### config.mk
export PLATFORM = sky130hd
export DESIGN_NAME = mem_loader
export DESIGN_NICKNAME = d
export VERILOG_FILES = /design/src/rtl/loader_pkg.sv /design/src/rtl/word_packer.sv /design/src/rtl/mem_loader.sv
export SDC_FILE = /design/constraint.sdc
export NUM_CORES = 1
export LEC_CHECK = 0
export CORE_MARGIN = 2
export CORE_UTILIZATION = 41
export CTS_CLUSTER_SIZE = 20
export DETAILED_ROUTE_END_ITERATION = 16
export PLACE_DENSITY_LB_ADDON = 0.3
export SYNTH_ARGS = -nofsm -noshare
export SYNTH_HDL_FRONTEND = slang
export SYNTH_SLANG_ARGS = --single-unit
### constraint.sdc
create_clock -name clk -period 1.95 [get_ports clk]
set_input_delay 0.4875 -clock clk [delete_from_list [all_inputs] [get_ports clk]]
set_output_delay 0.4875 -clock clk [all_outputs]
set_load 0.05 [all_outputs]
### src/rtl/loader_pkg.sv
// Shared types and constants for the boot-time memory loader.
package loader_pkg;

  typedef enum logic [1:0] {
    IDLE  = 2'd0,
    RECV  = 2'd1,
    WRITE = 2'd2,
    DONE  = 2'd3
  } loaderState_e;

  localparam int DEFAULT_ADDR_STEP = 4;
  localparam int BYTES_PER_WORD    = 4;
  localparam int BYTE_IDX_W        = $clog2(BYTES_PER_WORD);

endpackage

### src/rtl/word_packer.sv
// Packs a little-endian byte stream into 32-bit words.
// Byte k of a word lands in bits [8k+7:8k]; the index wraps after the last byte.
module word_packer
  import loader_pkg::*;
(
  input  logic                          clk,
  input  logic                          reset,
  input  logic                          byteXfer,
  input  logic [7:0]                    byteIn,
  output logic [8*BYTES_PER_WORD-1:0]   wordData,
  output logic                          lastByte
);

  logic [BYTE_IDX_W-1:0] byteIdx;

  // Place each transferred byte at its lane and advance the byte index.
  always_ff @(posedge clk or negedge reset) begin
    if (!reset) begin
      byteIdx  <= '0;
      wordData <= '0;
    end else if (byteXfer) begin
      wordData[8*byteIdx +: 8] <= byteIn;
      byteIdx                  <= byteIdx + BYTE_IDX_W'(1);
    end
  end

  assign lastByte = (byteIdx == BYTE_IDX_W'(BYTES_PER_WORD - 1));

endmodule

### src/rtl/mem_loader.sv
// Loads a byte stream into data memory as 32-bit words, holding the CPU in
// reset until the requested number of words has been written.
module mem_loader
  import loader_pkg::*;
#(
  parameter int CNT_W     = 16,
  parameter int ADDR_STEP = DEFAULT_ADDR_STEP
) (
  input  logic             clk,
  input  logic             reset,
  input  logic             start,
  input  logic [31:0]      base_adr,
  input  logic [CNT_W-1:0] word_count,
  input  logic             in_valid,
  input  logic [7:0]       in_data,
  output logic             in_ready,
  output logic             Ext_MemWrite,
  output logic [31:0]      Ext_WriteData,
  output logic [31:0]      Ext_DataAdr,
  output logic             cpu_reset,
  output logic             done
);

  loaderState_e     state, nextState;
  logic [CNT_W-1:0] wordCnt;
  logic             byteXfer;
  logic             lastByte;
  logic             startAcc;

  assign byteXfer = in_valid && in_ready;

  word_packer uPacker (
    .clk      (clk),
    .reset    (reset),
    .byteXfer (byteXfer),
    .byteIn   (in_data),
    .wordData (Ext_WriteData),
    .lastByte (lastByte)
  );

  // State register.
  always_ff @(posedge clk or negedge reset) begin
    if (!reset) state <= IDLE;
    else        state <= nextState;
  end

  // Next-state and Moore outputs; start is only honoured in IDLE and DONE.
  always_comb begin
    nextState    = state;
    in_ready     = 1'b0;
    Ext_MemWrite = 1'b0;
    done         = 1'b0;
    cpu_reset    = 1'b1;
    startAcc     = 1'b0;
    case (state)
      IDLE: begin
        if (start) begin
          startAcc  = 1'b1;
          nextState = (word_count == '0) ? DONE : RECV;
        end
      end
      RECV: begin
        in_ready = 1'b1;
        if (in_valid && lastByte) nextState = WRITE;
      end
      WRITE: begin
        Ext_MemWrite = 1'b1;
        nextState    = (wordCnt == CNT_W'(1)) ? DONE : RECV;
      end
      DONE: begin
        done      = 1'b1;
        cpu_reset = 1'b0;
        if (start) begin
          startAcc  = 1'b1;
          nextState = (word_count == '0) ? DONE : RECV;
        end
      end
      default: nextState = IDLE;
    endcase
  end

  // Address and remaining-word counter: load on a non-empty start, step after
  // each write. An empty start leaves them alone so DONE outputs stay put.
  always_ff @(posedge clk or negedge reset) begin
    if (!reset) begin
      Ext_DataAdr <= '0;
      wordCnt     <= '0;
    end else if (startAcc && (word_count != '0)) begin
      Ext_DataAdr <= base_adr;
      wordCnt     <= word_count;
    end else if (state == WRITE) begin
      Ext_DataAdr <= Ext_DataAdr + 32'(ADDR_STEP);
      wordCnt     <= wordCnt - CNT_W'(1);
    end
  end

endmodule

==> results of run 1 <==
[worst max-delay path, cell delays in order (launching register included)]
cell	delay, ns
dfrtp_1	0.38
buf_4	0.15
ha_1	0.25
inv_1	0.12
buf_12	0.14
[routing by layer]
layer  part of all wire, %  GRT usage (%)
met5                     0              0
met3                   5.1          4.391
met2                    49          32.86
met1                    45          25.67
met4                   1.8          6.000
[sequential cells by signal, indices dropped and copies added (netlist names)]
name              cells
uPacker.byteIdx       2
wordCnt              16
state                 2
uPacker.wordData     32
Ext_DataAdr          32
[cell families (layout without fill, tap and decap cells)]
family                   after synthesis  count (layout)  share of synthesized area (%)
AO/OA/AOI/OAI                         84              84                          13.31
XOR/XNOR                              43              43                          8.921
adder cells (fa/ha/maj)               11              11                          3.260
buffers and inverters                 25             190                          2.757
flip-flops                            84              84                          49.79
multiplexers                           6               6                          1.571
AND/OR/NAND/NOR                      140             140                          20.39
[power by group]
part           total [mW]  leakage, nW  switching [mW]  internal, mW
Sequential           3.27         1.01           0.781          2.49
Combinational        5.93         1.49            3.71          2.22
Clock                1.58        0.126           0.611         0.972
[layout make-up]
cell class | count | share of cell area (%)
Clock buffer | 10 | 2.084
Clock inverter | 5 | 2.043
Inverter | 10 | 0.6130
Multi-Input combinational cell | 284 | 34.04
Sequential cell | 84 | 34.33
Tap cell | 136 | 2.779
Timing Repair Buffer | 165 | 24.11
[timing repair]
item	CTS	global route
setup endpoints to repair	47	47
pin swaps	0	4
setup buffers	0	2
gates cloned	0	0
resized for setup	3	6
[worst min-delay path by stage]
stage / start / endpoint / slack (ns) / cells after the start
floorplan: reset / Ext_DataAdr[0] / 0.19 / 0
global placement: reset / Ext_DataAdr[6] / 0.44 / 1
detailed placement: reset / Ext_DataAdr[6] / 0.45 / 1
CTS: reset / Ext_DataAdr[6] / 0.06 / 1
global route: reset / Ext_DataAdr[6] / 0.07 / 1
finish: reset / Ext_DataAdr[6] / 0.06 / 1
[stage by stage]
step | util (%) | power [mW] | setup TNS, ns
global route | 60.40 | 11.40 | -0.05719
CTS | 59.98 | 10.86 | 0
finish | 60.40 | 10.78 | 0
global placement | 57.28 | 9.110 | -20.50
floorplan | - | 7.284 | -0.09320
detailed placement | 57.28 | 9.231 | -23.09
[placed cells by master (no fill, tap or decap), drive strengths merged, types with 2 or more instances in the layout]
cell / count
buf: 107
dfrtp: 84
clkdlybuf4s50: 56
nor2: 55
a21oi: 44
a22o: 32
xnor2: 28
nand3: 21
nand2: 16
xor2: 15
nor4: 12
ha: 11
inv: 10
clkbuf: 10
nor3: 9
nand4: 8
and3: 7
mux2: 5
and4: 5
bufinv: 4
o21ai: 3
nor4b: 3
a31oi: 2
dlymetal6s2s: 2
nor3b: 2
==> impl_results.md, run 1 <==
* Fin area at 0.006123 mm^2
* Reported max-cap violation count at 0
* CP required at 1.46 ns
* VDD IR max at 0.001074 V
* Gp weighted congestion at 0.8045
* Post-synth EDFFs at 0
* Dpl hpwl at 8042 um
* Status: completed
* Largest net degree at the start of global routing at 45
* Multi-input gate area at 0.002085 mm^2
* Capturing point of the worst reg2reg path: wordCnt[9]
* Antenna violations before repair at 0
* Hold_buf cts at 0
* Post-synth top area cell: dfrtp_1
* Slew Viols, Final at 0
* FFs w/ async S/R, synth at 100.0%
* YS warnings at 0
* Worst Clk Skew at 0.01129 ns
* Num rows at 37
* Synth Cell Area at 0.004222 mm^2
* Critical Path End: cpu_reset
* Critical Path AT at 1.39 ns
* LEAKAGE at 2.625 nW
* CTS root buffer: clkbuf_8
* Placed instance area at 0.005807 mm^2
* FF-to-FF setup slack at 0.09 ns
* Post-synth top cells: dfrtp_1, nor2_1, a21oi_1, a22o_1, xnor2_1
* Via count at 3596
* ANT nets after route at 0
* GRT overflow at 0
* Worst skew pair latency at 0.35 ns
* Vias/cell at 5.182
* Vias in the first global route at 3614
* Dpl cells at 677
* Net count, final at 625
* # fillers at 859
* Iteration-0 DRC Markers at 179
* Height of the die at 105.5 um
* Worst hold-check path type: in2async
* Synthesis-stage register bit count at 84
* Worst Slack Setup Final at 0.07433 ns
* WS Path Type: reg2out
* Clk slew on worst S/H paths at 0.09 ns
* DR pass1 iterations at 4
* Crit. Startpoint: state[0]
* CP Capture Type: output port
* Top-count cell post-synth: dfrtp_1
* Non-filler instance count after layout at 694
* CP startpoint kind: flip-flop
* Core box area at 0.01014 mm^2
* DR WL/cell at 15.54 um
* Area grow syn2layout at 45.05%
* Mapped Avg Cell Area at 10.74 um^2
* Actual slew at the worst max-slew pin at 0.4088 ns
* Port Buf Inserts at 127
* Netlist cell types at 38
* # DRC at 0
* Final min period at 1.876 ns
* Slew HR at 72.65%
* Reg2reg path depth at 7
* CTS tree: built
* # diodes at 0
* Worst Path Max Fanout at 3
* Final WL at 10780 um
* Fin crit share at 96.19%
* Die footprint at 0.01112 mm^2
* Die width at 105.5 um
* All-Layer GR Usage at 19.74%
* Starting Density at 41.64%
* Post-synth top area share at 49.79%
* Layout cell share with drive strength beyond 1 at 28.32%
* FF/Latch Area at 0.002102 mm^2
* # clock sinks at 84
* Dpl ws at -0.5452 ns
* CTS max path bufs at 2
* Post-synthesis instance total at 393
* Setup Viol. Count Final at 0
* CTS Buf Count at 9
* Hold Fails Final Rpt at 0
* Reg-to-reg startpoint: state[0]
* Synth area leaders: dfrtp_1, a22o_1, xnor2_1
* Syn Nets at 464
* F_max at 0.5331 GHz
* H-tree Lvls at 3
* Hold WS at 0.05702 ns
* Post-synthesis sequential area ratio at 49.79%
* Pwr/cell area at 1761 mW/mm^2
* Top Ports at 128
* Main synth FF type: dfrtp_1
* First-pass GRT wire length at 17640 um
(Power assumes the default switching activity.)
==> run 2, diff against run 1 <==
--- a/config.mk
+++ b/config.mk
@@ -10,6 +10,7 @@
 export CTS_CLUSTER_SIZE = 20
 export DETAILED_ROUTE_END_ITERATION = 16
 export PLACE_DENSITY_LB_ADDON = 0.3
+export SETUP_SLACK_MARGIN = 0.4
 export SYNTH_ARGS = -nofsm -noshare
 export SYNTH_HDL_FRONTEND = slang
 export SYNTH_SLANG_ARGS = --single-unit
==> constraint.sdc (replaced) <==
create_clock -name clk -period 1.99 [get_ports clk]
set_input_delay 0.4975 -clock clk [delete_from_list [all_inputs] [get_ports clk]]
set_output_delay 0.4975 -clock clk [all_outputs]
set_load 0.05 [all_outputs]
==> run 2 against run 1 <==
  * Global-route usage increased by 2.3 points
  * Cell area up 13%
  * Sequential cell count did not move
  * Clock skew fell by 0.0014 ns
  * Largest cell class is now multi-input gates
==> impl_results.md, run 2 (synthesis gave the netlist of run 1 again) <==
* Slowest stage delay, CP at 0.49 ns
* Slew Viols, Final at 0
* Critical path's top delay family: flip-flops
* Most common cell after layout, fill and taps aside: buf_4
* ANT nets after route at 0
* Dpl cells at 670
* Iteration-0 DRC Markers at 161
* CP startpoint kind: flip-flop
* FF-to-FF setup slack at 0.19 ns
* Starting Density at 41.64%
* Num rows at 37
* CTS tree: built
* Status: completed
* Setup Viol. Count Final at 0
* Actual slew at the worst max-slew pin at 0.5440 ns
* CTS max path bufs at 2
* GRT overflow at 0
* H-tree Lvls at 3
* # diodes at 0
* Final WL at 12700 um
* Critical path cell sequence: ha_4 -> buf_6 -> buf_12
* Port Buf Inserts at 127
* LEAKAGE at 2.984 nW
* WP buf/inv at 2
* Dpl hpwl at 7998 um
* Worst skew pair latency at 0.36 ns
* Die width at 105.5 um
* # clock sinks at 84
* Worst Path Max Fanout at 5
* Final core area utilization at 68.38%
* First-pass GRT wire length at 19590 um
* Die footprint at 0.01112 mm^2
* Largest net degree at the start of global routing at 43
* WS Path Type: reg2out
* Slew HR at 63.73%
* Pwr/cell area at 1717 mW/mm^2
* F_max at 0.5500 GHz
* Worst hold-check path type: in2async
* Biggest regs: Ext_DataAdr x32, uPacker.wordData x32, wordCnt x16
* Commonest cells after routing, fill and taps aside: buf_4, dfrtp_1, nor2_1
* All-Layer GR Usage at 22.03%
* Post-route setup TNS at 0 ns
* Vias/cell at 5.354
* Fin crit share at 91.37%
* Area grow syn2layout at 64.23%
* CP Capture Type: output port
* Worst Slack Setup Final at 0.1717 ns
* Via count at 3882
* Hold_buf cts at 0
* Critical Path AT at 1.32 ns
* Hold Fails Final Rpt at 0
* # DRC at 0
* Clk slew on worst S/H paths at 0.10 ns
* DR pass1 iterations at 4
* Final min period at 1.818 ns
* Top Ports at 128
* Crit. Startpoint: state[1]
* PnR Total Power at 11.91 mW
* Layout cell share with drive strength beyond 1 at 48.73%
* Capturing point of the worst reg2reg path: Ext_DataAdr[26]
* CTS root buffer: clkbuf_8
* Reg-to-reg startpoint: state[0]
* Net count, final at 655
* Antenna violations before repair at 1
* Dpl ws at -0.3714 ns
* Non-filler instance count after layout at 725
* Gp weighted congestion at 0.8047
* Critical path's slowest cell: dfrtp_2
* CTS Buf Count at 9
* CP required at 1.49 ns
* Reg2reg path depth at 8
* Reported max-cap violation count at 0
* Core box area at 0.01014 mm^2
* VDD IR max at 0.001081 V
* DR WL/cell at 17.52 um
* Worst Clk Skew at 0.009848 ns
* Vias in the first global route at 3845
* Height of the die at 105.5 um
* RSZ-0062 raised after global routing: yes
[run 2: cell count changes in the layout (fill, tap and decap cells not counted), moves of 9 or more]
cell,before,now
dfrtp_2,0,27
nand3_1,15,6
nor2_1,55,45
a21oi_1,42,32
buf_6,0,14
clkdlybuf4s50_1,56,42
dfrtp_1,84,57
[run 2: report_power, final]
| group | internal [mW] | switching (mW) | leakage, nW | total, mW |
|---|---|---|---|---|
| Sequential | 2.49 | 0.878 | 0.984 | 3.37 |
| Clock | 0.605 | 0.688 | 0.108 | 1.29 |
| Combinational | 3.04 | 4.20 | 1.89 | 7.24 |
| Total | 6.14 | 5.77 | 2.98 | 11.9 |
[run 2: stage by stage]
| stage | hold slack, ns | instance area, um^2 |
|---|---|---|
| detailed placement | 0.4929 | 5902 |
| CTS | 0.1299 | 6520 |
| global route | 0.1418 | 6933 |
| floorplan | 0.2019 | 4402 |
| finish | 0.1111 | 6933 |
| global placement | 0.4924 | 5902 |
[run 2: area by class of cell]
class	count	area [um^2]
Clock inverter	7	83.83
Multi-Input combinational cell	284	2496
Inverter	10	37.54
Timing Repair Buffer	195	1886
Sequential cell	84	2136
Tap cell	136	170.2
Fill cell	735	3206
Clock buffer	9	123.9
[run 2: worst max-delay path by stage]
| stage | slack (ns) | depth (start not counted) | to |
|---|---|---|---|
| after CTS | 0.16 | 4 | cpu_reset |
| final | 0.17 | 3 | Ext_MemWrite |
| after detailed placement | -0.37 | 7 | Ext_DataAdr[16] |
| after global routing | 0.12 | 8 | wordCnt[13] |
| after floorplan | 0.11 | 8 | wordCnt[9] |
| after global placement | -0.32 | 5 | Ext_DataAdr[20] |
[run 2: per-layer routing]
layer	track usage [%]	up-vias	share of wire, %
met1	30.42	1946	43
met5	0	-	0.10
met3	4.082	21	5.8
li1	-	1781	-
met2	34.88	132	49
met4	7.524	2	1.6
[run 2: repair_timing]
item / 4_1_cts / 5_1_grt
resized for setup: 83 / 73
hold endpoints to repair: 0 / 0
cloned: 4 / 3
buffers inserted: 19 / 13
pin swaps: 25 / 35
setup endpoints to repair: 86 / 87
==> run 3, diff against run 2 <==
--- a/config.mk
+++ b/config.mk
@@ -5,6 +5,7 @@
 export SDC_FILE = /design/constraint.sdc
 export NUM_CORES = 1
 export LEC_CHECK = 0
+export CAP_MARGIN = 20
 export CORE_MARGIN = 2
 export CORE_UTILIZATION = 41
 export CTS_CLUSTER_SIZE = 20
==> results of run 3 <==
Same layout as run 2: the final DEF is identical, and so are final timing and power.
